**src/rtl/fifo_arb_pkg.sv**
```systemverilog
// Shared definitions for the decoder's FIFO read arbiters.
//   arb_state_t  : arbiter FSM states (IDLE / READ / GAP)
//   BURST_CNT_W  : width of the per-grant read counter
//   GAP_CNT_W    : width of the inter-read pacing counter
//   clog2()      : index width for a port count, never less than 1
package fifo_arb_pkg;

    typedef enum logic [1:0] {
        ST_IDLE = 2'd0,
        ST_READ = 2'd1,
        ST_GAP  = 2'd2
    } arb_state_t;

    localparam int unsigned BURST_CNT_W = 8;
    localparam int unsigned GAP_CNT_W   = 3;

    function automatic int unsigned clog2(input int unsigned n);
        int unsigned w;
        w = 1;
        while ((32'd1 << w) < n) begin
            w = w + 1;
        end
        return w;
    endfunction

endpackage

```
**src/rtl/fifo_rd_arbiter_rr_pick.sv**
```systemverilog
// rr_pick: combinational first-set-bit selector searching upward from ptr
// with wrap-around. Shared by the decoder's round-robin arbiters.
//   req   : request vector, one bit per port
//   ptr   : search start index (must be < N)
//   grant : index of the first requesting port at or after ptr
//   any   : at least one request is set
module rr_pick
    import fifo_arb_pkg::*;
#(
    parameter int unsigned N = 4
) (
    input  logic [N-1:0]          req,
    input  logic [clog2(N)-1:0]   ptr,
    output logic [clog2(N)-1:0]   grant,
    output logic                  any
);

    localparam int unsigned IW = clog2(N);

    logic [IW-1:0] idx;

    // Walk N positions from ptr; explicit wrap so N need not be a power of 2.
    always_comb begin
        grant = '0;
        any   = 1'b0;
        idx   = ptr;
        for (int i = 0; i < int'(N); i++) begin
            if (!any && req[idx]) begin
                grant = idx;
                any   = 1'b1;
            end
            idx = (idx == IW'(N - 1)) ? '0 : idx + IW'(1);
        end
    end

endmodule

```
**src/rtl/fifo_rd_arbiter.sv**
```systemverilog
// fifo_rd_arbiter: round-robin read scheduler draining NUM_PORTS
// single-clock FIFOs into one output stream, BURST_LEN reads per grant,
// with READ_GAP idle cycles after every read so the FIFOs' registered
// empty flags settle before the next read decision.
//
// Ports:
//   clk         : clock (FIFO read side and arbiter)
//   rst         : synchronous active-low reset
//   fifo_empty  : per-FIFO empty flag
//   fifo_valid  : per-FIFO read acknowledge (cycle after rd_en)
//   fifo_dout   : per-FIFO data, port i at [i*data_width +: data_width]
//   fifo_rd_en  : read enable, one-hot or zero; decoded from registered
//                 state in the same cycle as the read so the FIFO sees it
//                 on the edge that performs the read
//   out_stall   : downstream back-pressure, blocks new reads only
//   dout        : registered output data
//   dout_valid  : one-cycle strobe qualifying dout (rd_en at t -> t+2)
//   dout_src    : index of the FIFO that supplied dout
//   busy        : arbiter is not in IDLE
//
// Build option FIFO_RD_ARB_PRIO0_EN: port 0 wins every arbitration it
// requests and its bursts leave rr_ptr untouched; other ports stay
// round-robin. Port 0 can starve the others by design.
module fifo_rd_arbiter
    import fifo_arb_pkg::*;
#(
    parameter int unsigned NUM_PORTS  = 4,
    parameter int unsigned data_width = 8,
    parameter int unsigned BURST_LEN  = 4,
    parameter int unsigned READ_GAP   = 2
) (
    input  logic                             clk,
    input  logic                             rst,
    input  logic [NUM_PORTS-1:0]             fifo_empty,
    input  logic [NUM_PORTS-1:0]             fifo_valid,
    input  logic [NUM_PORTS*data_width-1:0]  fifo_dout,
    output logic [NUM_PORTS-1:0]             fifo_rd_en,
    input  logic                             out_stall,
    output logic [data_width-1:0]            dout,
    output logic                             dout_valid,
    output logic [clog2(NUM_PORTS)-1:0]      dout_src,
    output logic                             busy
);

    localparam int unsigned IW    = clog2(NUM_PORTS);
    localparam int unsigned BCN_W = BURST_CNT_W + 1;

    arb_state_t             state;
    logic [IW-1:0]          grant;
    logic [IW-1:0]          rr_ptr;
    logic [IW-1:0]          sel_d;
    logic [IW-1:0]          pick_grant;
    logic [IW-1:0]          arb_grant;
    logic [IW-1:0]          next_ptr;
    logic                   pick_any;
    logic                   ptr_hold;
    logic                   rd_pend;
    logic                   rd_fire;
    logic [BURST_CNT_W-1:0] burst_cnt;
    logic [GAP_CNT_W-1:0]   gap_cnt;
    logic [data_width-1:0]  dout_arr [NUM_PORTS];

    rr_pick #(
        .N     (NUM_PORTS)
    ) u_pick (
        .req   (~fifo_empty),
        .ptr   (rr_ptr),
        .grant (pick_grant),
        .any   (pick_any)
    );

`ifdef FIFO_RD_ARB_PRIO0_EN
    // Port 0 overrides the round-robin choice and does not advance the pointer.
    assign arb_grant = fifo_empty[0] ? pick_grant : '0;
    assign ptr_hold  = (grant == '0);
`else
    assign arb_grant = pick_grant;
    assign ptr_hold  = 1'b0;
`endif

    assign next_ptr = (grant == IW'(NUM_PORTS - 1)) ? '0 : grant + IW'(1);

    // A read fires only to a granted, non-empty FIFO while downstream accepts.
    assign rd_fire    = (state == ST_READ) && !fifo_empty[grant] && !out_stall;
    assign fifo_rd_en = rd_fire ? (NUM_PORTS'(1) << grant) : '0;

    // Unpack the flat data bus for indexing by the registered source select.
    always_comb begin
        for (int i = 0; i < int'(NUM_PORTS); i++) begin
            dout_arr[i] = fifo_dout[i*int'(data_width) +: data_width];
        end
    end

    // Arbitration / burst / pacing FSM.
    always_ff @(posedge clk) begin
        if (!rst) begin
            state     <= ST_IDLE;
            grant     <= '0;
            rr_ptr    <= '0;
            burst_cnt <= '0;
            gap_cnt   <= '0;
            busy      <= 1'b0;
        end else begin
            case (state)
                ST_IDLE: begin
                    if (pick_any && !out_stall) begin
                        grant     <= arb_grant;
                        burst_cnt <= '0;
                        state     <= ST_READ;
                        busy      <= 1'b1;
                    end
                end
                ST_READ: begin
                    if (!fifo_empty[grant]) begin
                        if (!out_stall) begin
                            burst_cnt <= burst_cnt + BURST_CNT_W'(1);
                            if (!(READ_GAP == 0 &&
                                  (BCN_W'(burst_cnt) + BCN_W'(1)) < BCN_W'(BURST_LEN))) begin
                                state   <= ST_GAP;
                                gap_cnt <= GAP_CNT_W'(READ_GAP);
                            end
                        end
                    end else begin
                        // Granted FIFO ran dry: close the burst early.
                        rr_ptr <= ptr_hold ? rr_ptr : next_ptr;
                        state  <= ST_IDLE;
                        busy   <= 1'b0;
                    end
                end
                ST_GAP: begin
                    if (gap_cnt > GAP_CNT_W'(1)) begin
                        gap_cnt <= gap_cnt - GAP_CNT_W'(1);
                    end else begin
                        gap_cnt <= '0;
                        if (burst_cnt == BURST_CNT_W'(BURST_LEN)) begin
                            rr_ptr <= ptr_hold ? rr_ptr : next_ptr;
                            state  <= ST_IDLE;
                            busy   <= 1'b0;
                        end else begin
                            state <= ST_READ;
                        end
                    end
                end
                default: begin
                    state <= ST_IDLE;
                    busy  <= 1'b0;
                end
            endcase
        end
    end

    // Return path: capture the FIFO response one cycle after its rd_en.
    always_ff @(posedge clk) begin
        if (!rst) begin
            dout       <= '0;
            dout_valid <= 1'b0;
            dout_src   <= '0;
            sel_d      <= '0;
            rd_pend    <= 1'b0;
        end else begin
            rd_pend    <= rd_fire;
            dout_valid <= 1'b0;
            if (rd_fire) begin
                sel_d <= grant;
            end
            // A missing acknowledge (underflow) leaves dout unchanged.
            if (rd_pend && fifo_valid[sel_d]) begin
                dout       <= dout_arr[sel_d];
                dout_src   <= sel_d;
                dout_valid <= 1'b1;
            end
        end
    end

endmodule

```
**config.mk**
```make
export PLATFORM = sky130hd
export DESIGN_NAME = fifo_rd_arbiter
export DESIGN_NICKNAME = d
export VERILOG_FILES = /design/src/rtl/fifo_arb_pkg.sv /design/src/rtl/fifo_rd_arbiter_rr_pick.sv /design/src/rtl/fifo_rd_arbiter.sv
export SDC_FILE = /design/constraint.sdc
export NUM_CORES = 1
export LEC_CHECK = 0
export ABC_CLOCK_PERIOD_IN_PS = 7400
export CORE_ASPECT_RATIO = 0.5
export CORE_MARGIN = 5
export CORE_UTILIZATION = 30
export DETAILED_ROUTE_END_ITERATION = 10
export PLACE_DENSITY = 0.53
export SKIP_CTS_REPAIR_TIMING = 1
export SLEW_MARGIN = 20
export SYNTH_ARGS = -nofsm -noshare
export SYNTH_HDL_FRONTEND = slang
export SYNTH_HIERARCHICAL = 1
export SYNTH_SLANG_ARGS = --single-unit
```
**constraint.sdc**
```tcl
create_clock -name clk -period 7.4 [get_ports clk]
set_input_delay 1.48 -clock clk [delete_from_list [all_inputs] [get_ports clk]]
set_output_delay 1.48 -clock clk [all_outputs]
set_load 0.05 [all_outputs]
```
==> results.md <==
- Sorting the synthesized cells by area gives the leading types as sky130_fd_sc_hd__dfxtp_1, sky130_fd_sc_hd__mux4_2, sky130_fd_sc_hd__mux2i_1, sky130_fd_sc_hd__ha_1, sky130_fd_sc_hd__nand2_1.
- The number of inserted diodes is 0.
- The first-pass GRT wire length is 9.93 mm.
- The number of flip-flops and latches in the synthesized netlist is 32.
- The top cell types in the final layout, fill and taps aside, are sky130_fd_sc_hd__clkdlybuf4s50_1, sky130_fd_sc_hd__dfxtp_1, sky130_fd_sc_hd__nand2_1, sky130_fd_sc_hd__nor2_1, sky130_fd_sc_hd__inv_1.
- The number of antenna violations at the first check in global routing is 0.
- The critical path arrival is about 3.7 ns.
- After synthesis, flip-flops and latches occupy around 28% of the total area.
- The area of the core is approximately 7300 um2.
- The number of sinks on the clock net is 32.
- For the worst flop-to-flop path, the logic depth is 9.
- After detailed routing, the total wire length is 6.14 mm.
- The post-route antenna net violation count is 0.
- The maximum achievable frequency is 191 MHz.
- In the final layout, flip-flops and latches occupy 641 um2.
- The critical path contains buffers and inverters numbering 2 combined.
- On the worst path, the slowest cell contributes a delay of 0.70 ns.
- 59 I/O pins were placed.
- The startpoint type of the worst setup path is an input port.
- The routability congestion estimate from global placement is 0.903.
- Counting buffers and inverters, the worst setup path is 6 cells deep.
- Clock-pin slew was measured on the worst setup and hold paths at 0.05 ns.
- The capturing element type of the critical path is an output pin.
- For the worst-skew pair, the clock arrives at the later sink with an insertion delay of 0.27 ns.
- The number of hold violations in the final report is 0.
- Yosys printed 6 warnings.
- The final critical path takes up 70.6% of the cycle.
- The via density per instance is ~5.3.
- Counting stages on the worst path, the most repeated cell is sky130_fd_sc_hd__clkdlybuf4s50_1.
- The filler cells instantiated in the layout total just over 700.
- In the final layout, the multi-input gates occupy ~1500 um2.
- The via count of the first global-routing pass is 2,031.
- The CTS buffer count is 5.
- The deepest level of the CTS H-tree is 2.
- Once placement finished, the instance area stood at approximately 2900 um2.
- The power density over the cells is 259 nW/um2.
- The critical path goes through clkdlybuf4s50_1 -> mux2_4 -> a2bb2oi_1 -> nor2_1 -> and2_1 -> clkdlybuf4s50_1.
- Setup repair after global routing left no endpoint under its margin.
- At the end of the flow, the number of nets in the layout was 360.
- The post-synthesis cell area is about 2300 um2.
- In this run, synthesis inferred 0 flip-flops with an integrated enable.
- The die covers 9520 um2.
- The final instance count without filler cells is 401.
- Relative to the synthesized area, the layout overhead comes to 34.0%.
- The gate count after technology mapping is approximately 260.
- Each instance of the synthesized netlist takes up on average just under 9 um2.
- The post-route worst hold slack is 0.461 ns.
- For this run, the detailed router's first-pass iteration total came to 4.
- After floorplanning, the core was divided into 22 placement rows.
- The dominant cell type by area after synthesis is sky130_fd_sc_hd__dfxtp_1.
- The launching element of the worst setup path is fifo_empty[3].
- The most common cell after layout, fill and taps aside is sky130_fd_sc_hd__clkdlybuf4s50_1.
- The post-route netlist has around 8.9% of its cells at a drive strength greater than 1.
- The floorplan die width is 133 um.
- The critical path in this run is classified as input port to output pin.
- The clock passes through at most 2 buffers.
- Input and output buffers added on the ports amount to 58.
- In this run, the number of DRC markers left after iteration 0 of detailed routing was roughly 150.
- For the pin with the worst max-slew slack, the measured transition is ~0.86 ns.
- The die extent in y is 71.5 um.
- For this design the static power due to leakage is 1.13 nW.
- The worst hold path begins at dout_src[0].
- The initial cell density of the core is 30.9%.
- The post-synthesis cell type count is 57.
- Setup total negative slack on the finished layout was measured at 0 ns.
- TritonCTS built the clock tree.
- After detailed routing, the number of remaining DRC violations is 0.
- Global routing used 12.8% of the available tracks across all layers.
- The pin count of the biggest net entering global routing is 28.
- The most used flip-flop cell after synthesis is sky130_fd_sc_hd__dfxtp_1.
- After routing the design area is 3040 um2.
- The post-layout minimum cycle time is 5.23 ns.
- The number of instances on the worst hold path is 2.
- Broken down by cell family, the worst path's largest delay share belongs to buffers and inverters.
- The number of pins with negative max-slew slack in the final report is 0.
- Dividing the detail-routed wire length by the instance count gives 15.3 um.
- Clock skew on the completed layout was measured at 0.00483 ns.
- The count of final setup violators is 0.
- Including well taps, the total number of placed cells is 393.
- The async set-reset flop share out of synthesis is 0%.
- The fraction of post-synthesis cell area in the top cell type by area is 28.2%.
- The worst register-to-register path begins at rr_ptr[0].
- The slowest stage of the critical path is the sky130_fd_sc_hd__clkdlybuf4s50_1 cell.
- The flow ran to the end, and the final reports show no timing, DRC or antenna violations.
- The total nets after synthesis is 311.
- The worst-case vdd ir drop is 121 uV.
- In this run the worst path has a maximum fanout of 8.
- The worst slew margin relative to its limit is 42.4%.
- The cell at the root of the clock tree is sky130_fd_sc_hd__clkbuf_16.
- Data on the critical path is required at its endpoint by 5.92 ns.
- After global routing the overflow that remains totals 0.
- The tightest min-delay check is of the flip-flop to flip-flop type.
- Across the run, the number of max-cap violations was 0.
- The HPWL after detailed placement is 4.59 mm.
- The routed via count is 2,139.
-- worst register-to-register path, stage by stage (launching register included) --
cell and delay [ns]:
sky130_fd_sc_hd__dfxtp_1 0.60, sky130_fd_sc_hd__ha_1 0.47, sky130_fd_sc_hd__mux2i_1 0.30, sky130_fd_sc_hd__mux2i_1 0.11
sky130_fd_sc_hd__o32ai_1 0.46, sky130_fd_sc_hd__nand2_1 0.15, sky130_fd_sc_hd__nor2b_1 0.22, sky130_fd_sc_hd__nor2_1 0.40
sky130_fd_sc_hd__nor4_1 0.13, sky130_fd_sc_hd__o221a_1 0.26
-- cells in the mapped netlist, types with 7 or more instances --
library cell	n
sky130_fd_sc_hd__a21oi_1	11
sky130_fd_sc_hd__nand3_1	7
sky130_fd_sc_hd__nor2_1	19
sky130_fd_sc_hd__ha_1	13
sky130_fd_sc_hd__mux2i_1	17
sky130_fd_sc_hd__nor3_1	7
sky130_fd_sc_hd__dfxtp_1	32
sky130_fd_sc_hd__mux4_2	10
sky130_fd_sc_hd__nand2_1	27
sky130_fd_sc_hd__clkbuf_1	7
sky130_fd_sc_hd__o21ai_0	15
sky130_fd_sc_hd__inv_1	18
-- state kept, by name, summed over array words and instances, names as in the netlist --
name and count:
rr_ptr 2, dout 8, burst_cnt 8, grant 2
state 2, busy 1, sel_d 2, dout_src 2
rd_pend 1, gap_cnt 3, dout_valid 1
-- cell type report --
| class | count | share of cell area [%] |
|---|---|---|
| multi-input cells | 188 | 48.2 |
| flip-flops and latches | 32 | 21.0 |
| repair buffers | 58 | 19.1 |
| clock buffers | 6 | 4.23 |
| well taps | 96 | 3.95 |
| inverters | 19 | 2.34 |
| clock inverters | 2 | 1.15 |
-- layer usage --
layer | vias to the layer above | wire length, um | global-route usage [%]
li1 | 1037 | - | -
met1 | 989 | 2940 | 17.2
met2 | 102 | 2650 | 20.5
met3 | 11 | 464 | 3.02
met4 | 0 | 87 | 4.38
met5 | - | 0 | 0
-- power breakdown --
part           switching, mW  total [mW]  internal [mW]
sequential            0.0287       0.219          0.191
clock                 0.0746       0.233          0.158
combinational          0.187       0.335          0.148
-- worst paths after layout --
kind | endpoint | slack (ns)
hold / removal | dout_src[0] | 0.46
hold reg to reg | dout_src[0] | 0.46
setup reg to reg | burst_cnt[6] | 4.21
setup / recovery | fifo_rd_en[2] | 2.18
-- cell families after synthesis --
| group | count (synthesis) | synth area share, % |
|---|---|---|
| adders and majority gates | 13 | 7.16 |
| muxes | 29 | 18.6 |
| DFF | 32 | 28.2 |
| AOI/OAI and AO/OA | 63 | 21.1 |
| buffers and inverters | 35 | 7.21 |
| and+or+nand+nor | 83 | 17.7 |
-- through the flow --
stage	setup slack, ns	utilization, %	power [mW]
floorplan	3.36	-	0.477
global placement	2.24	39.2	0.549
detailed placement	2.17	39.2	0.556
CTS	2.16	41.4	0.794
global route	1.97	41.4	0.841
finish	2.18	41.4	0.787
(Power assumes the default switching activity.)
